**src/rtl/neuron_sequencer_if.sv**
```systemverilog
// Bus between the neuron sequencer, its weight memory and the combinational neuron datapath.
// The master side is the sequencer; the slave side is the memory/datapath pair.
interface neuron_sequencer_if #(
    parameter int ADDR_W = 7
);
    // Weight memory read channel
    logic              w_req_o;
    logic [ADDR_W-1:0] w_addr_o;
    logic [7:0]        w_data_i;
    logic              w_valid_i;

    // Neuron datapath operands and results
    logic [7:0]        weight_o;
    logic [7:0]        v_mem_in_o;
    logic [7:0]        beta_o;
    logic [7:0]        v_th_o;
    logic              function_sel_o;
    logic              spike_i;
    logic [7:0]        v_mem_out_i;

    modport master (
        output w_req_o, w_addr_o, weight_o, v_mem_in_o, beta_o, v_th_o, function_sel_o,
        input  w_data_i, w_valid_i, spike_i, v_mem_out_i
    );

    modport slave (
        input  w_req_o, w_addr_o, weight_o, v_mem_in_o, beta_o, v_th_o, function_sel_o,
        output w_data_i, w_valid_i, spike_i, v_mem_out_i
    );
endinterface

```
**src/rtl/neuron_sequencer.sv**
```systemverilog
// Sequences one SNN timestep: per neuron, integrate the weights of all active inputs,
// then one leak/fire pass; membrane potentials live in a local register file.
module neuron_sequencer #(
    parameter int NUM_INPUTS  = 16,
    parameter int NUM_NEURONS = 8,
    parameter int ADDR_W      = $clog2(NUM_INPUTS * NUM_NEURONS)
) (
    input  logic                   clk,
    input  logic                   rst_n,
    input  logic                   start_i,
    input  logic                   clear_i,
    input  logic [NUM_INPUTS-1:0]  spikes_in_i,
    input  logic [7:0]             beta_i,
    input  logic [7:0]             v_th_i,
    output logic                   busy_o,
    output logic                   done_o,
    output logic [NUM_NEURONS-1:0] spikes_out_o,
    neuron_sequencer_if.master     bus
);

    localparam int NI_W = $clog2(NUM_INPUTS);
    localparam int NN_W = $clog2(NUM_NEURONS);
    localparam logic [NI_W-1:0] LAST_IN  = NI_W'(NUM_INPUTS - 1);
    localparam logic [NN_W-1:0] LAST_NRN = NN_W'(NUM_NEURONS - 1);

    typedef enum logic [2:0] {
        S_IDLE,
        S_SCAN,
        S_FETCH,
        S_INTEG,
        S_FIRE,
        S_DONE
    } state_t;

    state_t                 r_state;
    logic [NN_W-1:0]        r_neuron_idx;
    logic [NI_W-1:0]        r_input_idx;
    logic [NUM_INPUTS-1:0]  r_spikes;
    logic [7:0]             r_beta;
    logic [7:0]             r_v_th;
    logic [7:0]             r_weight;
    logic                   r_w_req;
    logic [ADDR_W-1:0]      r_w_addr;
    logic                   r_func_sel;
    logic                   r_busy;
    logic                   r_done;
    logic [NUM_NEURONS-1:0] r_spike_acc;
    logic [NUM_NEURONS-1:0] r_spikes_out;
    logic [7:0]             r_vmem [NUM_NEURONS];

    logic [ADDR_W-1:0]      w_addr;
    logic                   w_last_in;
    logic                   w_last_nrn;

    assign w_addr     = ADDR_W'(r_neuron_idx) * ADDR_W'(NUM_INPUTS) + ADDR_W'(r_input_idx);
    assign w_last_in  = (r_input_idx == LAST_IN);
    assign w_last_nrn = (r_neuron_idx == LAST_NRN);

    // NOTE: all state below is updated with non-blocking assignments so every
    // register samples pre-edge values; blocking here would create order-dependent races.
    always_ff @(posedge clk or negedge rst_n) begin
        if (!rst_n) begin
            r_state      <= S_IDLE;
            r_neuron_idx <= '0;
            r_input_idx  <= '0;
            r_spikes     <= '0;
            r_beta       <= '0;
            r_v_th       <= '0;
            r_weight     <= '0;
            r_w_req      <= 1'b0;
            r_w_addr     <= '0;
            r_func_sel   <= 1'b0;
            r_busy       <= 1'b0;
            r_done       <= 1'b0;
            r_spike_acc  <= '0;
            r_spikes_out <= '0;
            // NOTE: the membrane file is a small flop array (not a RAM macro), so it
            // can and must be reset here; an abort must leave no stale potentials.
            for (int n = 0; n < NUM_NEURONS; n++) begin
                r_vmem[n] <= '0;
            end
        end else begin
            r_done <= 1'b0;
            case (r_state)
                S_IDLE: begin
                    if (start_i) begin
                        r_spikes     <= spikes_in_i;
                        r_beta       <= beta_i;
                        r_v_th       <= v_th_i;
                        r_neuron_idx <= '0;
                        r_input_idx  <= '0;
                        r_busy       <= 1'b1;
                        r_state      <= S_SCAN;
                    end else if (clear_i) begin
                        for (int n = 0; n < NUM_NEURONS; n++) begin
                            r_vmem[n] <= '0;
                        end
                    end
                end

                S_SCAN: begin
                    if (r_spikes[r_input_idx]) begin
                        r_w_req  <= 1'b1;
                        r_w_addr <= w_addr;
                        r_state  <= S_FETCH;
                    end else if (w_last_in) begin
                        r_func_sel <= 1'b1;
                        r_state    <= S_FIRE;
                    end else begin
                        r_input_idx <= r_input_idx + NI_W'(1);
                    end
                end

                // Request and address are held untouched until the memory completes.
                S_FETCH: begin
                    if (bus.w_valid_i) begin
                        r_w_req  <= 1'b0;
                        r_weight <= bus.w_data_i;
                        r_state  <= S_INTEG;
                    end
                end

                S_INTEG: begin
                    r_vmem[r_neuron_idx] <= bus.v_mem_out_i;
                    if (w_last_in) begin
                        r_func_sel <= 1'b1;
                        r_state    <= S_FIRE;
                    end else begin
                        r_input_idx <= r_input_idx + NI_W'(1);
                        r_state     <= S_SCAN;
                    end
                end

                S_FIRE: begin
                    r_vmem[r_neuron_idx]      <= bus.v_mem_out_i;
                    r_spike_acc[r_neuron_idx] <= bus.spike_i;
                    r_func_sel                <= 1'b0;
                    if (w_last_nrn) begin
                        r_busy  <= 1'b0;
                        r_done  <= 1'b1;
                        r_state <= S_DONE;
                    end else begin
                        r_neuron_idx <= r_neuron_idx + NN_W'(1);
                        r_input_idx  <= '0;
                        r_state      <= S_SCAN;
                    end
                end

                // Publishing the accumulated vector only here keeps spikes_out_o
                // stable for the whole of the next timestep.
                S_DONE: begin
                    r_spikes_out <= r_spike_acc;
                    r_state      <= S_IDLE;
                end

                default: r_state <= S_IDLE;
            endcase
        end
    end

    assign busy_o             = r_busy;
    assign done_o             = r_done;
    assign spikes_out_o       = r_spikes_out;
    assign bus.w_req_o        = r_w_req;
    assign bus.w_addr_o       = r_w_addr;
    assign bus.weight_o       = r_weight;
    assign bus.v_mem_in_o     = r_vmem[r_neuron_idx];
    assign bus.beta_o         = r_beta;
    assign bus.v_th_o         = r_v_th;
    assign bus.function_sel_o = r_func_sel;

endmodule

```
**src/flat_wrapper.sv**
```systemverilog
// flat-port wrapper written by rule: the top's interface ports become plain ports
module neuron_sequencer_flat 
#(
    parameter int NUM_INPUTS  = 16,
    parameter int NUM_NEURONS = 8,
    parameter int ADDR_W      = $clog2(NUM_INPUTS * NUM_NEURONS)
)
  (clk, rst_n, start_i, clear_i, spikes_in_i, beta_i, v_th_i, busy_o, done_o, spikes_out_o, bus_w_req_o, bus_w_addr_o, bus_weight_o, bus_v_mem_in_o, bus_beta_o, bus_v_th_o, bus_function_sel_o, bus_w_data_i, bus_w_valid_i, bus_spike_i, bus_v_mem_out_i);
  neuron_sequencer_if #(.ADDR_W(ADDR_W)) bus_i ();
  input  logic clk;
  input  logic rst_n;
  input  logic start_i;
  input  logic clear_i;
  input  logic [NUM_INPUTS-1:0] spikes_in_i;
  input  logic [7:0] beta_i;
  input  logic [7:0] v_th_i;
  output logic busy_o;
  output logic done_o;
  output logic [NUM_NEURONS-1:0] spikes_out_o;
  output wire logic [$bits(bus_i.w_req_o)-1:0] bus_w_req_o;
  output wire logic [$bits(bus_i.w_addr_o)-1:0] bus_w_addr_o;
  output wire logic [$bits(bus_i.weight_o)-1:0] bus_weight_o;
  output wire logic [$bits(bus_i.v_mem_in_o)-1:0] bus_v_mem_in_o;
  output wire logic [$bits(bus_i.beta_o)-1:0] bus_beta_o;
  output wire logic [$bits(bus_i.v_th_o)-1:0] bus_v_th_o;
  output wire logic [$bits(bus_i.function_sel_o)-1:0] bus_function_sel_o;
  input wire logic [$bits(bus_i.w_data_i)-1:0] bus_w_data_i;
  input wire logic [$bits(bus_i.w_valid_i)-1:0] bus_w_valid_i;
  input wire logic [$bits(bus_i.spike_i)-1:0] bus_spike_i;
  input wire logic [$bits(bus_i.v_mem_out_i)-1:0] bus_v_mem_out_i;
  assign bus_w_req_o = bus_i.w_req_o;
  assign bus_w_addr_o = bus_i.w_addr_o;
  assign bus_weight_o = bus_i.weight_o;
  assign bus_v_mem_in_o = bus_i.v_mem_in_o;
  assign bus_beta_o = bus_i.beta_o;
  assign bus_v_th_o = bus_i.v_th_o;
  assign bus_function_sel_o = bus_i.function_sel_o;
  assign bus_i.w_data_i = bus_w_data_i;
  assign bus_i.w_valid_i = bus_w_valid_i;
  assign bus_i.spike_i = bus_spike_i;
  assign bus_i.v_mem_out_i = bus_v_mem_out_i;
  neuron_sequencer #(.NUM_INPUTS(NUM_INPUTS), .NUM_NEURONS(NUM_NEURONS), .ADDR_W(ADDR_W)) u_core (.clk(clk), .rst_n(rst_n), .start_i(start_i), .clear_i(clear_i), .spikes_in_i(spikes_in_i), .beta_i(beta_i), .v_th_i(v_th_i), .busy_o(busy_o), .done_o(done_o), .spikes_out_o(spikes_out_o), .bus(bus_i));
endmodule
```
**config.mk**
```make
export PLATFORM = sky130hd
export DESIGN_NAME = neuron_sequencer_flat
export DESIGN_NICKNAME = d
export VERILOG_FILES = /design/src/rtl/neuron_sequencer_if.sv /design/src/rtl/neuron_sequencer.sv /design/src/flat_wrapper.sv
export SDC_FILE = /design/constraint.sdc
export NUM_CORES = 1
export LEC_CHECK = 0
export BUFFER_PORTS_ARGS = -buffer_cell sky130_fd_sc_hd__buf_2
export CORE_ASPECT_RATIO = 1.75
export CORE_UTILIZATION = 40
export CTS_CLUSTER_SIZE = 14
export DETAILED_ROUTE_END_ITERATION = 10
export GPL_TIMING_DRIVEN = 1
export PLACE_DENSITY = 0.67
export SLEW_MARGIN = 30
export SYNTH_ARGS = -nofsm -noshare
export SYNTH_HDL_FRONTEND = slang
export SYNTH_SLANG_ARGS = --single-unit
```
**constraint.sdc**
```tcl
create_clock -name clk -period 2.2 [get_ports clk]
set_input_delay 0.11 -clock clk [delete_from_list [all_inputs] [get_ports clk]]
set_output_delay 0.11 -clock clk [all_outputs]
set_load 0.01 [all_outputs]
```
==> results by group <==
Status
  – Outcome: complete, no violations

Logic synthesis
  – Sequential share of the synthesized area: 55.3%
  – Area of the mapped netlist: 6390 µm²
  – Synth async-reset ratio: 100%
  – Number of nets produced by synthesis: 644
  – Leading area contributor after synthesis: sky130_fd_sc_hd__dfrtp_1
  – Yosys warnings: 0
  – EDFF count, synth: 0
  – Number of register bits inferred by synthesis: 141
  – Cells after synthesis: 587
  – Most numerous cell in the Yosys netlist: sky130_fd_sc_hd__dfrtp_1
  – Mean Syn Cell Area: 10.9 µm²
  – Cell types with the highest counts after synthesis: 141 x sky130_fd_sc_hd__dfrtp_1, 110 x sky130_fd_sc_hd__nand2_1, 66 x sky130_fd_sc_hd__o21ai_1
  – Area share of the largest cell type after synthesis: 55.3%
  – Number of distinct library cells after synthesis: 43
  – Synth area leaders: sky130_fd_sc_hd__dfrtp_1 55%, sky130_fd_sc_hd__nand2_1 6.5%, sky130_fd_sc_hd__mux2_1 5.5%, sky130_fd_sc_hd__mux2_2 5.3%, sky130_fd_sc_hd__o21ai_1 5.2%
  – Most instantiated flip-flop cell in the synthesis netlist: sky130_fd_sc_hd__dfrtp_1

Critical path
  – Critical path fanouts, max: 4
  – Start-to-end type of the worst setup path: reg2reg
  – Endpoint arrival time on the critical path: 2.43 ns
  – Worst EP required: 2.48 ns
  – Nature of the critical path endpoint: flip-flop
  – Startpoint Class: flip-flop

Global route
  – Total routing usage reported by global routing: 20.3%
  – Pin count of the biggest net entering global routing: 65
  – Wire length of the first global-routing pass: 26300 µm
  – Overflow left after global routing: 0
  – Antenna violations before repair: 0
  – Vias in the first global route: 5316

Clock tree
  – Clock transition at the registers of the reported paths: 0.07 ns
  – Largest buffer count on any clock path: 2
  – TritonCTS Sinks: 141
  – Post-CTS Setup Bufs: 0
  – Clock tree root buffer cell: sky130_fd_sc_hd__clkbuf_16
  – TritonCTS clock tree: yes
  – Latest clock arrival within the worst-skew pair: 0.42 ns
  – Number of buffers created by CTS: 17
  – H-tree levels: 4

Power
  – Net switching power figure: 2.78 mW
  – Ratio of total power to cell area: 1070 nW/µm²
  – Net switching share of the total power: 30.8%
  – Leakage component of the power: 3.92 nW
  – Clk network pwr share: 33.0%
  – Max VDD drop: 636 µV
  – Internal: 6.26 mW
  – Share of total power in sequential cells: 38.4%
  – Fraction of power consumed by combinational cells: 28.6%

STA
  – Final hold viol count: 0
  – Layout Skew: 0.0115 ns
  – Slew at the pin with the worst max-slew slack: 0.788 ns
  – Final critical-path required period: 2.15 ns
  – Number of setup violations in the final report: 0
  – Sum Neg Setup Slack: 0 ns
  – Max transition margin: 47.3%
  – Max Fclk: 465 MHz
  – Final Max Tran Viols: 0
  – Worst Slack Setup Final: 0.0494 ns
  – Final Cycle Share: 97.8%
  – Unrepaired setup endpoints after global routing: true

Route
  – Vias: 5051
  – Total wirelength of the detailed-routed design: 16300 µm
  – Remaining DRCs: 0
  – Routed Antenna Nets: 0
  – Iteration-0 DRC count of the detailed router: 150
  – Vias per std cell: 5.32
  – First-pass detailed-route iteration total: 4
  – Avg WL per Cell: 17.2 µm

Floorplan
  – Die Span Y: 169 µm
  – Initial core utilization: 41.3%
  – Chip width: 97.5 µm
  – Standard-cell row count: 60
  – Total Die Area: 16500 µm²
  – Core region area: 15500 µm²
  – IO Pins: 105

Place
  – Post-detail-place hpwl: 10600 µm
  – Post-Place Worst Slack: -0.145 ns
  – Routability cong.: 0.820
  – Buffers on Ports: 104

Layout
  – Share of layout cells above drive strength 1: 29.6%
  – Filler cells: 1335
  – Antenna diode count: 0
  – Area growth syn-to-layout: 32.4%
  – Final net count: 807

Job
  – Number of maximum-capacitance violations: 0

Hold path
  – Worst min-delay path category: in2reg
[area by class of cell]
class,count,area [µm²],area share [%]
timing repair buffer,183,1320,15.6
clock buffer,18,439,5.19
inverter,13,48.8,0.577
tap,186,233,2.75
clock inverter,14,181,2.14
multi-input combinational,394,2710,32.0
sequential,141,3530,41.7
[placed cells by master (no fill, tap or decap), types with 11 or more instances in the layout]
| cell | Yosys | final |
|---|---|---|
| sky130_fd_sc_hd__inv_1 | 13 | 13 |
| sky130_fd_sc_hd__mux2_2 | 30 | 30 |
| sky130_fd_sc_hd__clkbuf_16 | 0 | 18 |
| sky130_fd_sc_hd__nor2_1 | 18 | 16 |
| sky130_fd_sc_hd__dfrtp_1 | 141 | 139 |
| sky130_fd_sc_hd__buf_2 | 1 | 103 |
| sky130_fd_sc_hd__dlygate4sd3_1 | 0 | 49 |
| sky130_fd_sc_hd__nand3_1 | 32 | 32 |
| sky130_fd_sc_hd__buf_4 | 0 | 23 |
| sky130_fd_sc_hd__mux2_1 | 31 | 31 |
| sky130_fd_sc_hd__o21ai_1 | 66 | 66 |
| sky130_fd_sc_hd__nand2_1 | 110 | 110 |
| sky130_fd_sc_hd__mux2i_1 | 11 | 11 |
[cell families after synthesis]
family,share of synthesized area (%)
and+or+nand+nor,14.4
AOI/OAI and AO/OA,9.54
buffers and inverters,3.31
adders and majority gates,0.588
DFF,55.3
muxes,16.9
[through the flow]
step | area [µm²] | hold slack [ns] | power (mW) | utilization (%) | std cells
3_3_place_gp | 7250 | 0.0566 | 5.84 | 46.9 | 867
5_1_grt | 8460 | 0.0353 | 9.50 | 54.7 | 949
2_1_floorplan | 6390 | -0.186 | 5.00 | - | 587
6_report | 8460 | 0.0321 | 9.04 | 54.7 | 949
3_5_place_dp | 7250 | 0.0641 | 5.96 | 46.9 | 867
4_1_cts | 8400 | 0.0249 | 9.08 | 54.3 | 948
[power groups by stage]
stage | Combinational [mW] | Sequential, mW | Clock (mW)
2_1_floorplan | 1.46 | 3.55 | 0
3_3_place_gp | 2.37 | 3.47 | 0
3_5_place_dp | 2.45 | 3.51 | 0
4_1_cts | 2.58 | 3.46 | 3.04
5_1_grt | 2.81 | 3.53 | 3.16
6_report | 2.59 | 3.47 | 2.99
[routing by layer]
| layer | up-vias | global-route usage, % | wire length (µm) |
|---|---|---|---|
| met3 | 25 | 4.32 | 688 |
| met2 | 138 | 38.5 | 9130 |
| li1 | 2385 | - | - |
| met5 | - | 0 | 0 |
| met4 | 0 | 6.97 | 316 |
| met1 | 2503 | 22.1 | 6190 |
[registers in the layout (all words and copies together) (netlist names), 3 cells and up]
name / flops
u_core.bus.w_addr_o: 7
u_core.r_spikes: 16
u_core.spikes_out_o: 8
u_core.r_vmem: 64
u_core.bus.v_th_o: 8
u_core.r_state: 3
u_core.bus.weight_o: 8
u_core.bus.beta_o: 8
u_core.r_spike_acc: 8
u_core.r_input_idx: 4
u_core.r_neuron_idx: 3
[critical path, stage by stage (launching register included)]
cell and delay, ns:
sky130_fd_sc_hd__dfrtp_2 0.42, sky130_fd_sc_hd__mux4_2 0.51, sky130_fd_sc_hd__mux2_4 0.28, sky130_fd_sc_hd__and3_4 0.17, sky130_fd_sc_hd__buf_4 0.15, sky130_fd_sc_hd__o41ai_4 0.35, sky130_fd_sc_hd__o41ai_2 0.13
[path summary, 6_finish.rpt]
check / depth (start not counted) / endpoint / startpoint / slack [ns]
max: 6 / u_core.r_input_idx[2] / u_core.r_input_idx[1] / 0.05
min: 2 / u_core.r_spike_acc[0] / bus_spike_i / 0.03
max reg2reg: 6 / u_core.r_input_idx[2] / u_core.r_input_idx[1] / 0.05
min reg2reg: 1 / u_core.bus.v_th_o[3] / u_core.bus.v_th_o[3] / 0.48
max in group asynchronous: 3 / u_core.r_neuron_idx[0] / rst_n / 1.33
min in group asynchronous: 2 / u_core.r_vmem[2] / rst_n / 0.19
[what timing repair did]
action / in CTS / in global routing
gates resized for setup: 8 / 11
hold buffers: 49 / 0
endpoints found under the setup margin: 15 / 7
pin swaps: 0 / 1
hold endpoints to repair: 119 / 0
cloned: 0 / 1
No activity file was read; power rests on OpenSTA's default activity.
